===== src/rtl/npu_out_drain_pkg.sv =====
`default_nettype none
// ============================================================================
// Module  : npu_out_drain_pkg
// Brief   : Shared types and default widths for the NPU output drain stage.
// Revision: 1.0 - initial release
// ============================================================================
package npu_out_drain_pkg;

  localparam int DATA_W_DEF    = 32;
  localparam int CNT_W_DEF     = 16;
  localparam int RD_LAT_DEF    = 1;
  localparam int BUF_DEPTH_DEF = 4;

  typedef enum logic [1:0] {
    IDLE  = 2'd0,
    RUN   = 2'd1,
    FLUSH = 2'd2,
    DONE  = 2'd3
  } drain_state_e;

endpackage
`default_nettype wire


===== src/rtl/npu_out_skid_buf.sv =====
`default_nettype none
// ============================================================================
// Module  : npu_out_skid_buf
// Brief   : Small synchronous circular buffer with push/pop/flush and count.
// Revision: 1.0 - initial release
// ============================================================================
module npu_out_skid_buf #(
  parameter int WIDTH = 33,
  parameter int DEPTH = 4
) (
  input  logic                     CLK,
  input  logic                     npu_rst_n,
  input  logic                     flush,
  input  logic                     push,
  input  logic [WIDTH-1:0]         push_data,
  input  logic                     pop,
  output logic [WIDTH-1:0]         head_data,
  output logic [$clog2(DEPTH):0]   count
);
  localparam int AW = $clog2(DEPTH);
  localparam int CW = AW + 1;

  logic [WIDTH-1:0] r_mem [DEPTH];
  logic [AW-1:0]    r_wr_ptr;
  logic [AW-1:0]    r_rd_ptr;
  logic [CW-1:0]    r_count;
  logic             w_push;
  logic             w_pop;

  // A full buffer may still accept a push when the head leaves in the same cycle.
  assign w_pop  = pop && (r_count != '0);
  assign w_push = push && ((r_count != CW'(DEPTH)) || w_pop);

  always_ff @(posedge CLK or negedge npu_rst_n) begin
    if (!npu_rst_n) begin
      for (int i = 0; i < DEPTH; i++) r_mem[i] <= '0;
      r_wr_ptr <= '0;
      r_rd_ptr <= '0;
      r_count  <= '0;
    end else if (flush) begin
      r_wr_ptr <= '0;
      r_rd_ptr <= '0;
      r_count  <= '0;
    end else begin
      if (w_push) begin
        r_mem[r_wr_ptr] <= push_data;
        r_wr_ptr        <= r_wr_ptr + AW'(1);
      end
      if (w_pop) r_rd_ptr <= r_rd_ptr + AW'(1);
      r_count <= r_count + CW'(w_push) - CW'(w_pop);
    end
  end

  assign head_data = r_mem[r_rd_ptr];
  assign count     = r_count;

endmodule
`default_nettype wire


===== src/rtl/npu_output_drain.sv =====
`default_nettype none
// ============================================================================
// Module  : npu_output_drain
// Brief   : Pops a programmed number of words from the NPU output FIFO and
//           streams them to the host; optional NPU_OUT_DRAIN_STALL_CNT_EN.
// Revision: 1.0 - initial release
// ============================================================================
module npu_output_drain
  import npu_out_drain_pkg::*;
#(
  parameter int DATA_W    = DATA_W_DEF,
  parameter int RD_LAT    = RD_LAT_DEF,
  parameter int BUF_DEPTH = BUF_DEPTH_DEF,
  parameter int CNT_W     = CNT_W_DEF
) (
  input  logic              CLK,
  input  logic              npu_rst_n,
  input  logic              fifo_empty,
  output logic              fifo_rd_en,
  input  logic [DATA_W-1:0] fifo_dout,
  input  logic [15:0]       cfg_data_bus,
  input  logic              cfg_count_wr_en,
  input  logic              start,
  input  logic              abort,
  output logic              host_valid,
  input  logic              host_ready,
  output logic [DATA_W-1:0] host_data,
  output logic              host_last,
  output logic              busy,
  output logic              done
`ifdef NPU_OUT_DRAIN_STALL_CNT_EN
  ,
  output logic [15:0]       stall_cycles
`endif
);
  localparam int CW = $clog2(BUF_DEPTH) + 1;

  drain_state_e      r_state;
  logic [CNT_W-1:0]  r_xfer_count;
  logic [CNT_W-1:0]  r_issued;
  logic [CNT_W-1:0]  r_accepted;
  logic [RD_LAT-1:0] r_tag_vld;
  logic [RD_LAT-1:0] r_tag_last;
  logic [CW-1:0]     w_buf_count;
  logic [CW-1:0]     w_inflight;
  logic [DATA_W:0]   w_head;
  logic              w_accept;
  logic              w_capture;
  logic              w_last_issue;
  logic              w_final_accept;
  logic              w_drained;

  always_comb begin
    w_inflight = '0;
    for (int i = 0; i < RD_LAT; i++) w_inflight = w_inflight + CW'(r_tag_vld[i]);
  end

  assign w_accept       = host_valid && host_ready;
  assign w_capture      = r_tag_vld[RD_LAT-1] && !abort;
  assign w_last_issue   = (r_issued == r_xfer_count - CNT_W'(1));
  assign w_final_accept = w_accept && (r_accepted == r_xfer_count - CNT_W'(1));
  assign w_drained      = (w_inflight == '0) && (w_buf_count == '0);

  // Credit check counts words still in the FIFO read pipe against free buffer slots.
  assign fifo_rd_en = (r_state == RUN) && !abort && !fifo_empty &&
                      (r_issued < r_xfer_count) &&
                      ((w_buf_count + w_inflight) < CW'(BUF_DEPTH));

  assign busy = (r_state != IDLE);
  assign done = (r_state == DONE);

  npu_out_skid_buf #(
    .WIDTH (DATA_W + 1),
    .DEPTH (BUF_DEPTH)
  ) u_skid_buf (
    .CLK       (CLK),
    .npu_rst_n (npu_rst_n),
    .flush     (abort),
    .push      (w_capture),
    .push_data ({r_tag_last[RD_LAT-1], fifo_dout}),
    .pop       (w_accept),
    .head_data (w_head),
    .count     (w_buf_count)
  );

  assign host_valid             = (w_buf_count != '0);
  assign {host_last, host_data} = w_head;

  always_ff @(posedge CLK or negedge npu_rst_n) begin
    if (!npu_rst_n) begin
      r_state      <= IDLE;
      r_xfer_count <= '0;
      r_issued     <= '0;
      r_accepted   <= '0;
      r_tag_vld    <= '0;
      r_tag_last   <= '0;
    end else if (abort) begin
      r_state    <= IDLE;
      r_tag_vld  <= '0;
      r_tag_last <= '0;
    end else begin
      r_tag_vld  <= (r_tag_vld << 1) | RD_LAT'(fifo_rd_en);
      r_tag_last <= (r_tag_last << 1) | RD_LAT'(fifo_rd_en && w_last_issue);
      if (fifo_rd_en) r_issued <= r_issued + CNT_W'(1);
      if (w_accept && (r_accepted != r_xfer_count)) r_accepted <= r_accepted + CNT_W'(1);
      case (r_state)
        IDLE: begin
          if (cfg_count_wr_en) r_xfer_count <= cfg_data_bus[CNT_W-1:0];
          if (start) begin
            r_issued   <= '0;
            r_accepted <= '0;
            r_state    <= (r_xfer_count == '0) ? DONE : RUN;
          end
        end
        RUN:     if (r_issued == r_xfer_count) r_state <= FLUSH;
        FLUSH:   if (w_final_accept || w_drained) r_state <= DONE;
        DONE:    r_state <= IDLE;
        default: r_state <= IDLE;
      endcase
    end
  end

`ifdef NPU_OUT_DRAIN_STALL_CNT_EN
  logic [15:0] r_stall_cycles;

  always_ff @(posedge CLK or negedge npu_rst_n) begin
    if (!npu_rst_n) begin
      r_stall_cycles <= '0;
    end else if ((r_state == IDLE) && start && !abort) begin
      r_stall_cycles <= '0;
    end else if (host_valid && !host_ready && (r_stall_cycles != 16'hFFFF)) begin
      r_stall_cycles <= r_stall_cycles + 16'd1;
    end
  end

  assign stall_cycles = r_stall_cycles;
`endif

endmodule
`default_nettype wire


===== config.mk =====
export PLATFORM = sky130hd
export DESIGN_NAME = npu_output_drain
export DESIGN_NICKNAME = d
export VERILOG_FILES = /design/src/rtl/npu_out_drain_pkg.sv /design/src/rtl/npu_out_skid_buf.sv /design/src/rtl/npu_output_drain.sv
export SDC_FILE = /design/constraint.sdc
export NUM_CORES = 1
export LEC_CHECK = 0
export CAP_MARGIN = 20
export CORE_MARGIN = 3
export CORE_UTILIZATION = 35
export DETAILED_ROUTE_END_ITERATION = 6
export SETUP_SLACK_MARGIN = 0.15
export SKIP_LAST_GASP = 1
export SLEW_MARGIN = 40
export SYNTH_ARGS = -nofsm -noshare
export SYNTH_HDL_FRONTEND = slang
export SYNTH_SLANG_ARGS = --single-unit

===== constraint.sdc =====
create_clock -name CLK -period 2.7 [get_ports CLK]
set_clock_uncertainty 0.1 [all_clocks]
set_input_delay 0.54 -clock CLK [delete_from_list [all_inputs] [get_ports CLK]]
set_output_delay 0.54 -clock CLK [all_outputs]
set_load 0.02 [all_outputs]

==> flow_metrics.env <==
export IMPL_clock_path_buffers=2
export IMPL_worstSetupEndpointType="register"
export IMPL_gr_total_overflow=0
export IMPL_cp_arrival_ps=3150
export IMPL_globalplace_congestion=0.901
export IMPL_die_x_um=175
export IMPL_htree_levels=4
export IMPL_setup_viol=4
export IMPL_startpoint_type="register"
export IMPL_p_int_mw=7.64
export IMPL_slew_violations=0
export IMPL_cellLeakagePower_nw=6.20
export IMPL_switching_share_pct=35.3
export IMPL_cap_violations=0
export IMPL_final_min_clock_period_ps=2890
export IMPL_cts_buffers=17
export IMPL_grt_pass1_vias=7258
export IMPL_seqPwrFrac_pct=30.8
export IMPL_finalHoldViolations=0
export IMPL_finalWirelength_mm=24.3
export IMPL_crit_fanout=7
export IMPL_worst_ep_required_time_ps=2960
export IMPL_synth_ff_type="dfrtp_1"
export IMPL_die_y_um=175
export IMPL_critPathMaxStageDelay_ps=600
export IMPL_drt_pass1_iterations=6
export IMPL_grt_start_max_net_pins=57
export IMPL_core_um2=27900
export IMPL_clkPwrFrac_pct=21.8
export IMPL_vdd_drop_max_uv=430
export IMPL_syn_area_um2=9970
export IMPL_yosysUniqueCellTypes=54
export IMPL_die_area_um2=30500
export IMPL_antenna_left=0
export IMPL_synthTopCellsByArea="dfrtp_1, mux2_2, mux4_2, xnor2_1, ha_1"
export IMPL_synth_seq_area_share_pct=47.9
export IMPL_switchingPower_mw=4.16
export IMPL_synth_common_cells="dfrtp_1, mux2_2, nor2_1, xnor2_1, mux4_2"
export IMPL_crit_type="register to register"
export IMPL_cts_root_buf="clkbuf_16"
export IMPL_num_vias=7036
export IMPL_finalPower_mw=11.8
export IMPL_tightestPinTransition_ps=537
export IMPL_area_growth_pct=34.5
export IMPL_cts_tree="built"
export IMPL_maxSlewHeadroom_pct=63.7
export IMPL_clk_latency_ps=440
export IMPL_synth_nets=897
export IMPL_violations="negative setup slack"
export IMPL_ys_seq_elements=191
export IMPL_cp_cell_sequence="or4_4 > nand4b_1 > xnor2_2 > o2111ai_2 > nor4b_2 > buf_4 > a21oi_2 > or3b_1 > mux2i_1"
export IMPL_cts_sinks=191
export IMPL_grt_setup_unrepaired="yes"
export IMPL_antenna_found_initial=0
export IMPL_fmax_mhz=346
export IMPL_final_cells=1412
export IMPL_grt_usage_pct=16.2
export IMPL_synth_edf_count=0
export IMPL_yosysWarnings=0
export IMPL_cts_clk_slew_worst_paths_ps=70
export IMPL_viasPerCell=4.98
export IMPL_setup_ws_ps=-188
export IMPL_cellPowerDensity_nw_per_um2=880
export IMPL_initial_core_util_pct=35.7
export IMPL_num_rows=61
export IMPL_wl_per_cell_um=17.2
export IMPL_layout_drive_gt1_share_pct=42.1
export IMPL_num_antenna_cells=0
export IMPL_grt_pass1_wl_mm=38.9
export IMPL_nets=1106
export IMPL_synthArstFlopShare_pct=100
export IMPL_hold_class="register to register"
export IMPL_status="complete, but fails checks"
export IMPL_cp_slowest_cell="or4_4"
export IMPL_synth_most_common_cell="dfrtp_1"
export IMPL_synth_top_area_share_pct=47.9
export IMPL_synth_top_cell_by_area="dfrtp_1"
export IMPL_post_place_cells=1344
export IMPL_drtIter0Drc=378
export IMPL_dp_hpwl_mm=16.9
export IMPL_min_period_over_period_pct=107
export IMPL_syn_area_per_cell_um2=12.3
export IMPL_io_pins=92
export IMPL_drc=0
export IMPL_port_buffers=91
export IMPL_p_comb_share_pct=47.4
export IMPL_synthCells=812
export IMPL_tns_ps=-513
metrics by stage:
stage / setup WS, ps / util [%] / hold slack (ps) / cell area (µm²)
after floorplan: -121 / - / 144 / 10000
after global placement: -374 / 43.5 / 382 / 12200
after detailed placement: -379 / 43.5 / 388 / 12200
after CTS: -174 / 46.7 / 407 / 13100
after global routing: -300 / 48.0 / 413 / 13400
final: -188 / 48.0 / 401 / 13400
worst max-delay path, delay by kind of cell (launching register included):
family	cells	cell delay [ps]
compound gates	2	210
simple gates	4	1610
flops	1	380
xor+xnor	1	220
buf+inv	1	160
mux	1	130
power by group through the flow:
| stage | Clock (mW) | Sequential (mW) | Combinational [mW] |
|---|---|---|---|
| floorplan | 0 | 3.62 | 2.88 |
| global placement | 0 | 3.68 | 4.85 |
| detailed placement | 0 | 3.70 | 4.87 |
| CTS | 2.66 | 3.63 | 5.11 |
| global route | 2.78 | 3.69 | 6.03 |
| finish | 2.57 | 3.63 | 5.59 |
cell families (layout without fill, tap and decap cells):
group                      count (synthesis)  after routing  share of synthesized area, %
adders and majority gates                 30             30                          3.84
DFF                                      191            191                          47.9
buffers and inverters                     76            298                          3.05
AOI/OAI and AO/OA                         60             60                          3.97
and+or+nand+nor                          194            194                          9.90
xor gates and xnor gates                  74             74                          6.50
muxes                                    187            187                          24.8
cell usage in the layout, fill, tap and decap left out, types with 4 or more instances in the layout:
cell             netlist  final
nor2_1                61     59
mux2_2               149    149
buf_8                  0      5
mux4_2                33     33
clkbuf_16              0     17
buf_12                 0     15
nor2b_1                9      9
buf_6                  2     39
clkinv_8               0      7
clkdlybuf4s50_1        0     55
nor3_1                14      9
nand3_1               21     19
o21ai_0               18     17
o211ai_1               4      4
mux2i_1                5      5
xnor2_1               45     43
and2_1                 5      5
nand2_1               30     29
nand4_1               17     17
nor3_2                 0      4
xor2_1                29     29
dfrtp_1              191    187
inv_1                 31     29
ha_1                  29     26
a21oi_1               14     10
dfrtp_2                0      4
a21oi_2                0      4
a21o_1                 4      4
buf_4                  0    110
and3_1                 9      9
worst paths after layout:
kind	end	from	slack, ps	cells after the start
max in group asynchronous	u_skid_buf.r_mem[84]	npu_rst_n	1280	3
hold / removal	u_skid_buf.r_mem[36]	u_skid_buf.r_mem[36]	400	1
setup / recovery	r_state[0]	r_xfer_count[10]	-190	9
hold reg to reg	u_skid_buf.r_mem[36]	u_skid_buf.r_mem[36]	400	1
setup reg to reg	r_state[0]	r_xfer_count[10]	-190	9
min in group asynchronous	u_skid_buf.r_mem[110]	npu_rst_n	530	2
area by class of cell:
class                   instances  area (µm²)
fillers                      2576       14500
multi-input cells             545        5120
flip-flops and latches        191        4780
repair buffers                235        2290
well taps                     378         473
clock buffers                  17         425
clock inverters                15         193
inverters                      31         116
registers in the layout, summed over array words and instances (netlist names):
name	cells
r_tag_last	1
r_issued	16
r_xfer_count	16
u_skid_buf.count	3
u_skid_buf.r_mem	132
r_accepted	16
u_skid_buf.r_wr_ptr	2
u_skid_buf.r_rd_ptr	2
r_state	2
r_tag_vld	1
metal layers:
metal | track usage, % | routed length (µm) | part of all wire (%)
met1 | 21.2 | 11200 | 46
met2 | 27.2 | 11900 | 49
met3 | 3.24 | 823 | 3.4
met4 | 5.02 | 455 | 1.9
met5 | 0 | 0 | 0
what timing repair did:
action                                  CTS  global route
gates resized for setup                 126           125
hold buffers                              1             0
hold endpoints to repair                 52             0
cloned                                    1             0
buffers inserted                         24            10
endpoints found under the setup margin   42            58
pin swaps                                10            22
Power figures use the tool's default switching activity.
